### config.mk
export PLATFORM = sky130hd
export DESIGN_NAME = score_ram_arbiter
export DESIGN_NICKNAME = d
export VERILOG_FILES = /design/src/rtl/score_ram_arbiter.sv
export SDC_FILE = /design/constraint.sdc
export NUM_CORES = 1
export LEC_CHECK = 0
export CORE_ASPECT_RATIO = 0.75
export CORE_MARGIN = 3
export CORE_UTILIZATION = 32
export DETAILED_ROUTE_END_ITERATION = 16
export MAX_ROUTING_LAYER = met4
export PLACE_DENSITY_LB_ADDON = 0.15
export SLEW_MARGIN = 15
export SYNTH_ARGS = -nofsm -noshare
export SYNTH_HDL_FRONTEND = slang
export SYNTH_SLANG_ARGS = --single-unit
### constraint.sdc
create_clock -name clk -period 3.3 [get_ports clk]
set_input_delay 0.99 -clock clk [delete_from_list [all_inputs] [get_ports clk]]
set_output_delay 0.99 -clock clk [all_outputs]
set_load 0.02 [all_outputs]
### src/rtl/score_ram_arbiter.sv
// score_ram_arbiter: round-robin, lockable three-port front end for the
// single-port score RAM, with read tags steering data back to the issuer.
module score_ram_arbiter #(
  parameter int ADDR_W = 16,
  parameter int DATA_W = 16,
  parameter int RD_LAT = 2
) (
  input  logic              clk,
  input  logic              rst,
  input  logic [2:0]        req,
  input  logic [2:0]        we,
  input  logic [2:0]        lock,
  input  logic [ADDR_W-1:0] addr0,
  input  logic [ADDR_W-1:0] addr1,
  input  logic [ADDR_W-1:0] addr2,
  input  logic [DATA_W-1:0] wdata0,
  input  logic [DATA_W-1:0] wdata1,
  input  logic [DATA_W-1:0] wdata2,
  output logic [2:0]        gnt,
  output logic [2:0]        rvalid,
  output logic [DATA_W-1:0] rdata,
  output logic              ram_wren,
  output logic [ADDR_W-1:0] ram_address,
  output logic [DATA_W-1:0] ram_data,
  input  logic [DATA_W-1:0] ram_q,
  output logic [1:0]        owner
);

  localparam logic [1:0] NONE = 2'd3;

  typedef struct packed {
    logic       v;
    logic [1:0] id;
  } tag_t;

  logic [1:0]        r_ptr;
  logic [1:0]        r_owner;
  logic [1:0]        w_owner_nxt;
  logic [2:0]        w_elig;
  logic [2:0]        w_hit;
  logic [1:0]        w_c0;
  logic [1:0]        w_c1;
  logic [1:0]        w_c2;
  logic [1:0]        w_gid;
  logic              w_any;
  logic              w_we;
  logic [ADDR_W-1:0] w_addr;
  logic [DATA_W-1:0] w_wdata;
  tag_t              w_tag_in;
  tag_t [RD_LAT:0]   r_tag;

  function automatic logic [1:0] f_next(input logic [1:0] p);
    return (p == 2'd2) ? 2'd0 : p + 2'd1;
  endfunction

  // search order: ptr, ptr+1, ptr+2 (mod 3)
  assign w_c0 = r_ptr;
  assign w_c1 = f_next(r_ptr);
  assign w_c2 = f_next(w_c1);

  assign w_hit[0] = req[w_c0] & w_elig[w_c0];
  assign w_hit[1] = req[w_c1] & w_elig[w_c1];
  assign w_hit[2] = req[w_c2] & w_elig[w_c2];

  always_comb begin
    w_any = 1'b1;
    w_gid = w_c0;
    priority case (1'b1)
      w_hit[0]: w_gid = w_c0;
      w_hit[1]: w_gid = w_c1;
      w_hit[2]: w_gid = w_c2;
      default:  w_any = 1'b0;
    endcase
  end

  assign gnt = (rst && w_any) ? (3'b001 << w_gid) : 3'b000;

  always_comb begin
    w_addr  = addr0;
    w_wdata = wdata0;
    w_we    = we[0];
    unique case (w_gid)
      2'd1: begin
        w_addr  = addr1;
        w_wdata = wdata1;
        w_we    = we[1];
      end
      2'd2: begin
        w_addr  = addr2;
        w_wdata = wdata2;
        w_we    = we[2];
      end
      default: ;
    endcase
  end

  always_ff @(posedge clk) begin
    if (!rst) begin
      ram_wren    <= 1'b0;
      ram_address <= '0;
      ram_data    <= '0;
    end else if (w_any) begin
      ram_wren    <= w_we;
      ram_address <= w_addr;
      ram_data    <= w_wdata;
    end else begin
      ram_wren    <= 1'b0;
    end
  end

  always_ff @(posedge clk) begin
    if (!rst) begin
      r_ptr <= 2'd0;
    end else if (w_any) begin
      r_ptr <= f_next(w_gid);
    end
  end

  // lock owner: state register
  always_ff @(posedge clk) begin
    if (!rst) begin
      r_owner <= NONE;
    end else begin
      r_owner <= w_owner_nxt;
    end
  end

  // lock owner: next state; release is seen one edge late
  always_comb begin
    w_owner_nxt = r_owner;
    if (r_owner != NONE) begin
      if (!lock[r_owner]) begin
        w_owner_nxt = NONE;
      end
    end else if (w_any && lock[w_gid]) begin
      w_owner_nxt = w_gid;
    end
  end

  // lock owner: outputs
  always_comb begin
    owner  = r_owner;
    w_elig = 3'b111;
    if (r_owner != NONE) begin
      w_elig = 3'b001 << r_owner;
    end
  end

  assign w_tag_in.v  = w_any & ~w_we;
  assign w_tag_in.id = w_gid;

  always_ff @(posedge clk) begin
    if (!rst) begin
      r_tag <= '0;
    end else begin
      r_tag <= {r_tag[RD_LAT-1:0], w_tag_in};
    end
  end

  assign rvalid = r_tag[RD_LAT].v ? (3'b001 << r_tag[RD_LAT].id) : 3'b000;
  assign rdata  = r_tag[RD_LAT].v ? ram_q : '0;

  a_gnt_onehot: assert property (@(posedge clk) $onehot0(gnt));
  a_gnt_req:    assert property (@(posedge clk) (gnt & ~req) == 3'b000);
  a_rv_onehot:  assert property (@(posedge clk) $onehot0(rvalid));

endmodule

# After elaboration in Yosys (flattened, before gate mapping)
# Cells that the tools add are included.
# Widths: inputs -> output; s select.
[classes]
n_mux = 35
add_sub_neg = 3
n_bitwise = 5
eq_ne = 6
shift = 3
n_lt_le_gt_ge = 5
n_reduce_logical = 5
[ops]
columns = ["cell", "n"]
rows = [
  ["$pmux 16 s2", 2],
  ["$mux 2", 9],
  ["$bmux 1 s2", 8],
  ["$mux 16", 1],
  ["$lt 2x3->1 const B", 5],
  ["$mux 1", 11],
  ["$mux 3", 3],
  ["$shl 1x2->3 const A", 3],
  ["$add 2x1->2 const B", 3],
  ["$eq 2x2->1 const B", 3],
  ["$and 1x1->1", 4],
  ["$ne 2x2->1 const B", 2],
  ["$reduce_and 2->1", 2],
  ["$eq 2x1->1 const B", 1],
  ["$logic_and 1x1->1", 2],
  ["$pmux 1 s2", 1],
  ["$reduce_bool 2->1", 1],
  ["$not 1->1", 1],
]
[word_totals]
elab_cells = 73
inputBits = 123
out_inout_bits = 57
reg_bits = 46

# Depth between registers and ports, before layout
# Gate-level depths: netlist (run 1).
[depth]
word_depth = 15
mapped_depth = 13
ltp_nobuf = 11

# Least setup slack after synthesis (run 1)
# OpenSTA, ideal clock, no wires.
[synth_path]
kind = "in2out"
from = "input req[0]"
to = "output gnt[2]"
slack_ps = -326
arrival_ps = 2636
cell_stages = 9
cell_sequence = "nand2_1 > o21bai_1 > a32o_1 > inv_1 > ha_1 > clkbuf_1 > clkbuf_1 > inv_1 > nor2_1"
[synth_via]
elab_chain_len = 8
word_cells_on_any_way = 18
classes_between = "1 x shift; 13 x mux; 3 x bitwise; 1 x reduce/logical"
[synth_lines]
columns = ["element", "line", "source"]
rows = [
  ["start, declared", "10", "input logic [2:0] req,"],
  ["$bmux 1 s2", "63", "assign w_hit[2] = req[w_c2] & w_elig[w_c2];"],
  ["$mux 1 (not written as such)", "63", ""],
  ["$and 1x1->1", "63", ""],
  ["$mux 2 (2 in series)", "68", "priority case (1'b1)"],
  ["$mux 2 (*)", "68", ""],
  ["named net w_gid[0]", "44", "logic [1:0] w_gid;"],
  ["$shl 1x2->3 (*)", "76", "assign gnt = (rst && w_any) ? (3'b001 << w_gid) : 3'b000;"],
  ["$mux 3 (*)", "76", ""],
  ["end, declared", "19", "output logic [2:0] gnt,"],
]
# The timed path passes the listed nets; every way through them passes the cells marked *. The select of a mux whose other input is x is not followed.

# Final worst setup path (run 1)
[layout_path]
from = "input req[2]"
to = "output gnt[1]"
# Same word-level chain as after synthesis.

==> flow_metrics.tcl, run 1 <==
set metrics [dict create \
    io_pins 180 \
    crit_type "in -> out" \
    drt.antenna.violating_nets 0 \
    crit_path_end_kind "output pin" \
    io_buffers 179 \
    htree_levels 2 \
    cts.clk_slew.worst_paths_ps 80 \
    worst_slack_ps 28.93 \
    postSynthNetCount 453 \
    hold_path.class "reg -> reg" \
    diodes 0 \
    multi_input_area_sq_um 1587 \
    syn_to_final_growth_pct 82.59 \
    root_buffer "clkbuf_8" \
    drv_slew 0 \
    grt_pass1_wl_um 14030 \
    p_leak_nw 1.822 \
    pre_cts_ws_ps -775.4 \
    netlist.area_leader.share_pct 35.30 \
    power_frac_clock_pct 7.6 \
    avgSynthCellArea_sq_um 8.102 \
    vias 2918 \
    drc 0 \
    wl_per_cell_um 15.15 \
    dieArea_sq_um 9283 \
    clkSinkCount 46 \
    place_hpwl_um 6990 \
    final-hold-violation-count 0 \
    fin_crit_sh_pct 99.12 \
    overflow 0 \
    cap_violations 0 \
    swShare_pct 45.30 \
    antenna_found_initial 0 \
    track_usage_pct 19.51 \
    cts_buffers 5 \
    synth.top_cells.by_area "dfxtp_1, a22oi_1, a211oi_1" \
    grt_pass1_vias 2850 \
    synth-async-reset-ratio_pct 0 \
    die_h_um 84.20 \
    yosysSeqAreaShare_pct 35.30 \
    power_density_nw_per_um2 965.1 \
    fin_cells 608 \
    ff_latch_area_sq_um 920.9 \
    p_seq_share_pct 18.8 \
    synth_edf_count 0 \
    rsz0062_at_grt "true" \
    ctsHoldBuffers 0 \
    final_nets 637 \
    synth_top_cell_by_area "dfxtp_1" \
    maxSlewHeadroom_pct 53.75 \
    synth_warnings 0 \
    rows 27 \
    grt_max_degree 68 \
    max_freq_mhz 305.7 \
    synth_cell_types 36 \
    routed_wl_um 9210 \
    fillCellCount 694 \
    worstSetupStartpointType "input pin" \
    path_max_fanout 3 \
    viasPerCell 4.799 \
    fin_crit_ps 3271 \
    place_inst 594 \
    max-vdd-ir-drop_v 0.0004565 \
    clock_latency_ps 290 \
    skew_ps 7.218 \
    synth-seq-cells 46 \
    combPwrFrac_pct 73.6 \
    worstPathRequired_ps 2310 \
    synth_common_cells "dfxtp_1, nor2_1, a21oi_1, nor2b_1, a22oi_1" \
    core_sq_um 7635 \
    ys.flop_type "dfxtp_1" \
    dr.pass1.iters 4 \
    die_w_um 110.3 \
    intPower_mw 2.515 \
    clk_path_buf_depth 2 \
    synth_area_sq_um 2609 \
    status "completed" \
    worst_pin_slew_ps 693.7 \
    setup_viol_count_final 0 \
    crit_arrival_ps 2280 \
    syn_inst 322 \
    initial_core_util_pct 34.17 \
    gp_congestion 0.8129 \
    drt-initial-drc-count 159 \
    cts_tree "built" \
    drive_above_1_share_pct 11.05 \
    p_sw_mw 2.083 \
    yosysMostFrequentCell "dfxtp_1" \
]
## critical path, cell delays in order
cell             delay (ps)
clkdlybuf4s15_1         190
o21a_2                  140
a22o_1                  180
a32o_2                  250
inv_2                    90
ha_1                    160
inv_1                    60
nor2_4                   70
buf_6                   130
## kinds of logic after synthesis
group | synth area share, %
compound gates | 30.02
fa+ha+maj | 3.837
buf+inv | 5.803
flops | 35.30
mux | 2.398
simple gates | 22.64
## power groups by stage
| stage | clock, mW | sequential (mW) | combinational [mW] |
|---|---|---|---|
| final | 0.349 | 0.862 | 3.39 |
| after CTS | 0.364 | 0.861 | 3.35 |
| after global routing | 0.386 | 0.888 | 3.78 |
| after floorplan | 0 | 1.04 | 1.98 |
| after global placement | 0 | 0.866 | 3.22 |
| after detailed placement | 0 | 0.873 | 3.26 |
## worst paths after layout
kind	start	endpoint	slack [ps]	cells after the start
hold / removal	r_tag[1]$_SDFF_PN0_	r_tag[4]$_SDFF_PN0_	440	1
hold reg to reg	r_tag[1]$_SDFF_PN0_	r_tag[4]$_SDFF_PN0_	440	1
setup reg to reg	owner[1]$_SDFFE_PN1P_	ram_address[13]$_SDFFE_PN0N_	580	12
setup / recovery	req[2]	gnt[1]	30	9
## metal layers
metal	share of wire [%]	vias up	GRT usage [%]
met5	0	-	-
met1	41	1285	22.37
met2	47	121	33.43
met4	0.67	0	3.244
met3	11	6	6.610
li1	-	1506	-
## per-stage QoR
stage	setup TNS (ps)	power, mW	hold slack [ps]	area [sq um]	utilization (%)
6_report	0	4.597	435.5	4763	62.39
5_1_grt	-39.57	5.052	465.0	4763	62.39
4_1_cts	-3.504	4.570	438.0	4731	61.96
3_5_place_dp	-4650	4.135	418.7	4593	60.16
3_3_place_gp	-2468	4.083	414.8	4593	60.16
2_1_floorplan	0	3.020	411.9	2640	-
## placed cells by master, fill, tap and decap left out, types with 2 or more instances in the layout
master	count
a211oi_1	32
buf_4	26
nor2b_1	35
a32o_2	2
mux2_2	2
ha_1	6
dfxtp_1	46
inv_1	5
mux2i_1	4
buf_6	3
nand2b_1	2
o21ai_0	2
ha_4	2
inv_2	3
a21oi_1	35
dlygate4sd2_1	2
o211a_1	2
nand2_1	4
a22oi_1	33
clkdlybuf4s50_1	173
clkbuf_8	6
nor2_4	2
nor2_1	38
and2_1	23
## registers in the layout, summed over array words and instances, names as in the netlist
signal and count:
r_ptr 2, ram_data 16, r_tag 9, ram_wren 1, ram_address 16, owner 2
## layout make-up
type | instances | area share (%)
Sequential cell | 46 | 19.33
Tap cell | 101 | 2.653
Timing Repair Buffer | 206 | 42.16
Clock inverter | 1 | 0.1051
Inverter | 8 | 0.6304
Clock buffer | 7 | 1.812
Multi-Input combinational cell | 239 | 33.31
## what timing repair did
item | 4_1_cts | 5_1_grt
endpoints found under the setup margin | 3 | 3
pin swaps | 5 | 2
buffers inserted | 4 | 2
resized for setup | 27 | 3
(Power assumes the default switching activity.)
==> inputs of run 2 (changes only) <==
Settings changed: CORE_UTILIZATION 32 to 36, REMOVE_ABC_BUFFERS from default to 1.
Clock period 3.3 ns to 3.4 ns, I/O delays scaled along.
==> run 2 against run 1 <==
Via count increased by 1.3%. Clock skew decreased by 2.3 ps. Die area decreased by 10%. Highest routed layer unchanged. Combinational power decreased by 5%. Core utilization increased by 6.1 points. Worst hold slack improved by 1.2 ps. Total power decreased by 2.8%. Setup slack improved by 41 ps. Critical path type unchanged. First-iteration DRC count decreased by 8.2%. Clock power increased by 17%. Critical path depth increased by 1.
==> flow_metrics.tcl, run 2 (synthesis results as in run 1) <==
set metrics [dict create \
    r2r_slack_ps 700 \
    final_core_util_pct 68.51 \
    p_total_mw 4.468 \
    skew_ps 4.939 \
    drt-initial-drc-count 146 \
    hold_path.class "reg -> reg" \
    io_pins 180 \
    placed_area_sq_um 4544 \
    clkSinkCount 46 \
    crit_arrival_ps 2310 \
    wl_per_cell_um 14.71 \
    drive_above_1_share_pct 10.34 \
    track_usage_pct 20.70 \
    worst_slack_ps 70.25 \
    hold_end "r_tag[3]$_SDFF_PN0_" \
    dr.pass1.iters 5 \
    swShare_pct 45.11 \
    diodes 0 \
    cts_tree "built" \
    drt.antenna.violating_nets 0 \
    initial_core_util_pct 37.65 \
    antenna_found_initial 0 \
    gp_congestion 0.8720 \
    rows 26 \
    setup_tns_ps 0 \
    clock_latency_ps 300 \
    fin_crit_sh_pct 97.93 \
    cts.clk_slew.worst_paths_ps 90 \
    root_buffer "clkbuf_8" \
    rr_startpoint "owner[0]$_SDFFE_PN1P_" \
    layout_common_cells "clkdlybuf4s50_1, dfxtp_1, nor2_1, a21oi_1, nor2b_1" \
    crit_type "in -> out" \
    die_w_um 104.3 \
    r2r_cells 12 \
    vias 2957 \
    wl_met1_um 3842 \
    max-vdd-ir-drop_v 0.0006113 \
    viasPerCell 4.920 \
    cp_common_cell "buf_6" \
    grt_pass1_vias 2803 \
    layout_commonest_cell "clkdlybuf4s50_1" \
    syn_to_final_growth_pct 81.97 \
    worstSetupStartpointType "input pin" \
    wl_met3_um 631 \
    reg2reg_to "ram_data[3]$_SDFFE_PN0N_" \
    path_max_fanout 5 \
    hold_path_depth 1 \
    dieArea_sq_um 8314 \
    reg_top3 "ram_address x16, ram_data x16, r_tag x9" \
    worst_pin_slew_ps 666.2 \
    maxSlewHeadroom_pct 55.58 \
    cap_violations 0 \
    final-hold-violation-count 0 \
    crit_buf_inv 5 \
    power_frac_clock_pct 9.1 \
    crit_family "buffers and inverters" \
    setup_viol_count_final 0 \
    cts_buffers 5 \
    crit_path_end_kind "output pin" \
    overflow 0 \
    p_leak_nw 1.807 \
    worstPathRequired_ps 2380 \
    final_nets 633 \
    worstHoldStart "r_tag[0]$_SDFF_PN0_" \
    fin_crit_ps 3330 \
    status "completed" \
    grt_pass1_wl_um 13720 \
    clk_path_buf_depth 2 \
    drv_slew 0 \
    io_buffers 179 \
    place_hpwl_um 6506 \
    core_sq_um 6929 \
    routed_wl_um 8843 \
    fillCellCount 599 \
    die_h_um 79.72 \
    combPwrFrac_pct 72.1 \
    max_freq_mhz 300.3 \
    pre_cts_ws_ps -733.6 \
    rsz0062_at_grt "false" \
    top_layer "met4" \
    htree_levels 2 \
    cp_slowest_cell "a32o_2" \
    drc 0 \
    intPower_mw 2.452 \
    grt_max_degree 68 \
    fin_area_sq_um 4747 \
    met2_length_um 4307 \
    p_seq_share_pct 18.8 \
    power_density_nw_per_um2 941.2 \
    slowest_delay_ps 270 \
    crit_chain "dlygate4sd2_1, o21ai_2, buf_6, a31oi_4, a32o_2, buf_6, ha_4, inv_1, nor2_1, buf_4" \
    p_sw_mw 2.016 \
]
[run 2: routing by layer]
| layer | GRT usage [%] | vias to the layer above |
|---|---|---|
| met4 | 4.382 | 0 |
| met2 | 36.53 | 108 |
| li1 | - | 1504 |
| met1 | 24.28 | 1339 |
| met3 | 4.931 | 6 |
| met5 | - | - |
[run 2: how the worst max path moves through the flow]
stage | start | end | slack, ps | depth (start not counted)
3_3_place_gp | req[1] | gnt[1] | -630 | 9
5_1_grt | req[1] | gnt[1] | 9 | 9
3_5_place_dp | req[1] | gnt[1] | -730 | 9
2_1_floorplan | req[0] | gnt[2] | -390 | 7
4_1_cts | req[2] | gnt[1] | 20 | 9
6_report | req[1] | gnt[1] | 70 | 10
[run 2: what timing repair did]
item                                    CTS  global route
hold buffers                              0             0
gates cloned                              0             0
setup buffers                             6             0
pin swaps                                 7             6
endpoints found under the hold margin     0             0
resized for setup                        30             6
endpoints found under the setup margin    3             3
[run 2: power groups by stage]
stage	logic, mW	registers, mW	clock network [mW]
2_1_floorplan	1.78	1.01	0
3_3_place_gp	3.01	0.840	0
3_5_place_dp	3.05	0.849	0
4_1_cts	3.21	0.838	0.416
5_1_grt	3.58	0.862	0.440
6_report	3.22	0.839	0.407
[run 2: cell type report]
class	instances	area, sq um	area share [%]
Tap cell	98	122.6	2.583
Sequential cell	46	920.9	19.40
Clock inverter	2	37.54	0.7907
Clock buffer	6	72.57	1.529
Timing Repair Buffer	202	1966	41.41
Inverter	8	35.03	0.7380
Multi-Input combinational cell	239	1593	33.55
[run 2: worst register-to-register path, cell delays in order, from the launching register on]
cell	delay (ps)
dfxtp_1	420
inv_1	90
ha_1	320
nand2_2	80
a22o_1	240
a32o_2	280
inv_4	100
ha_4	130
buf_4	340
a22oi_1	180
a211oi_1	280
a21oi_1	70
nor2b_1	120
[run 2: per-stage QoR]
step | std cells | hold WS [ps]
2_1_floorplan | 293 | 411.8
3_3_place_gp | 587 | 416.1
3_5_place_dp | 587 | 422.0
4_1_cts | 601 | 442.6
5_1_grt | 601 | 464.4
6_report | 601 | 436.7
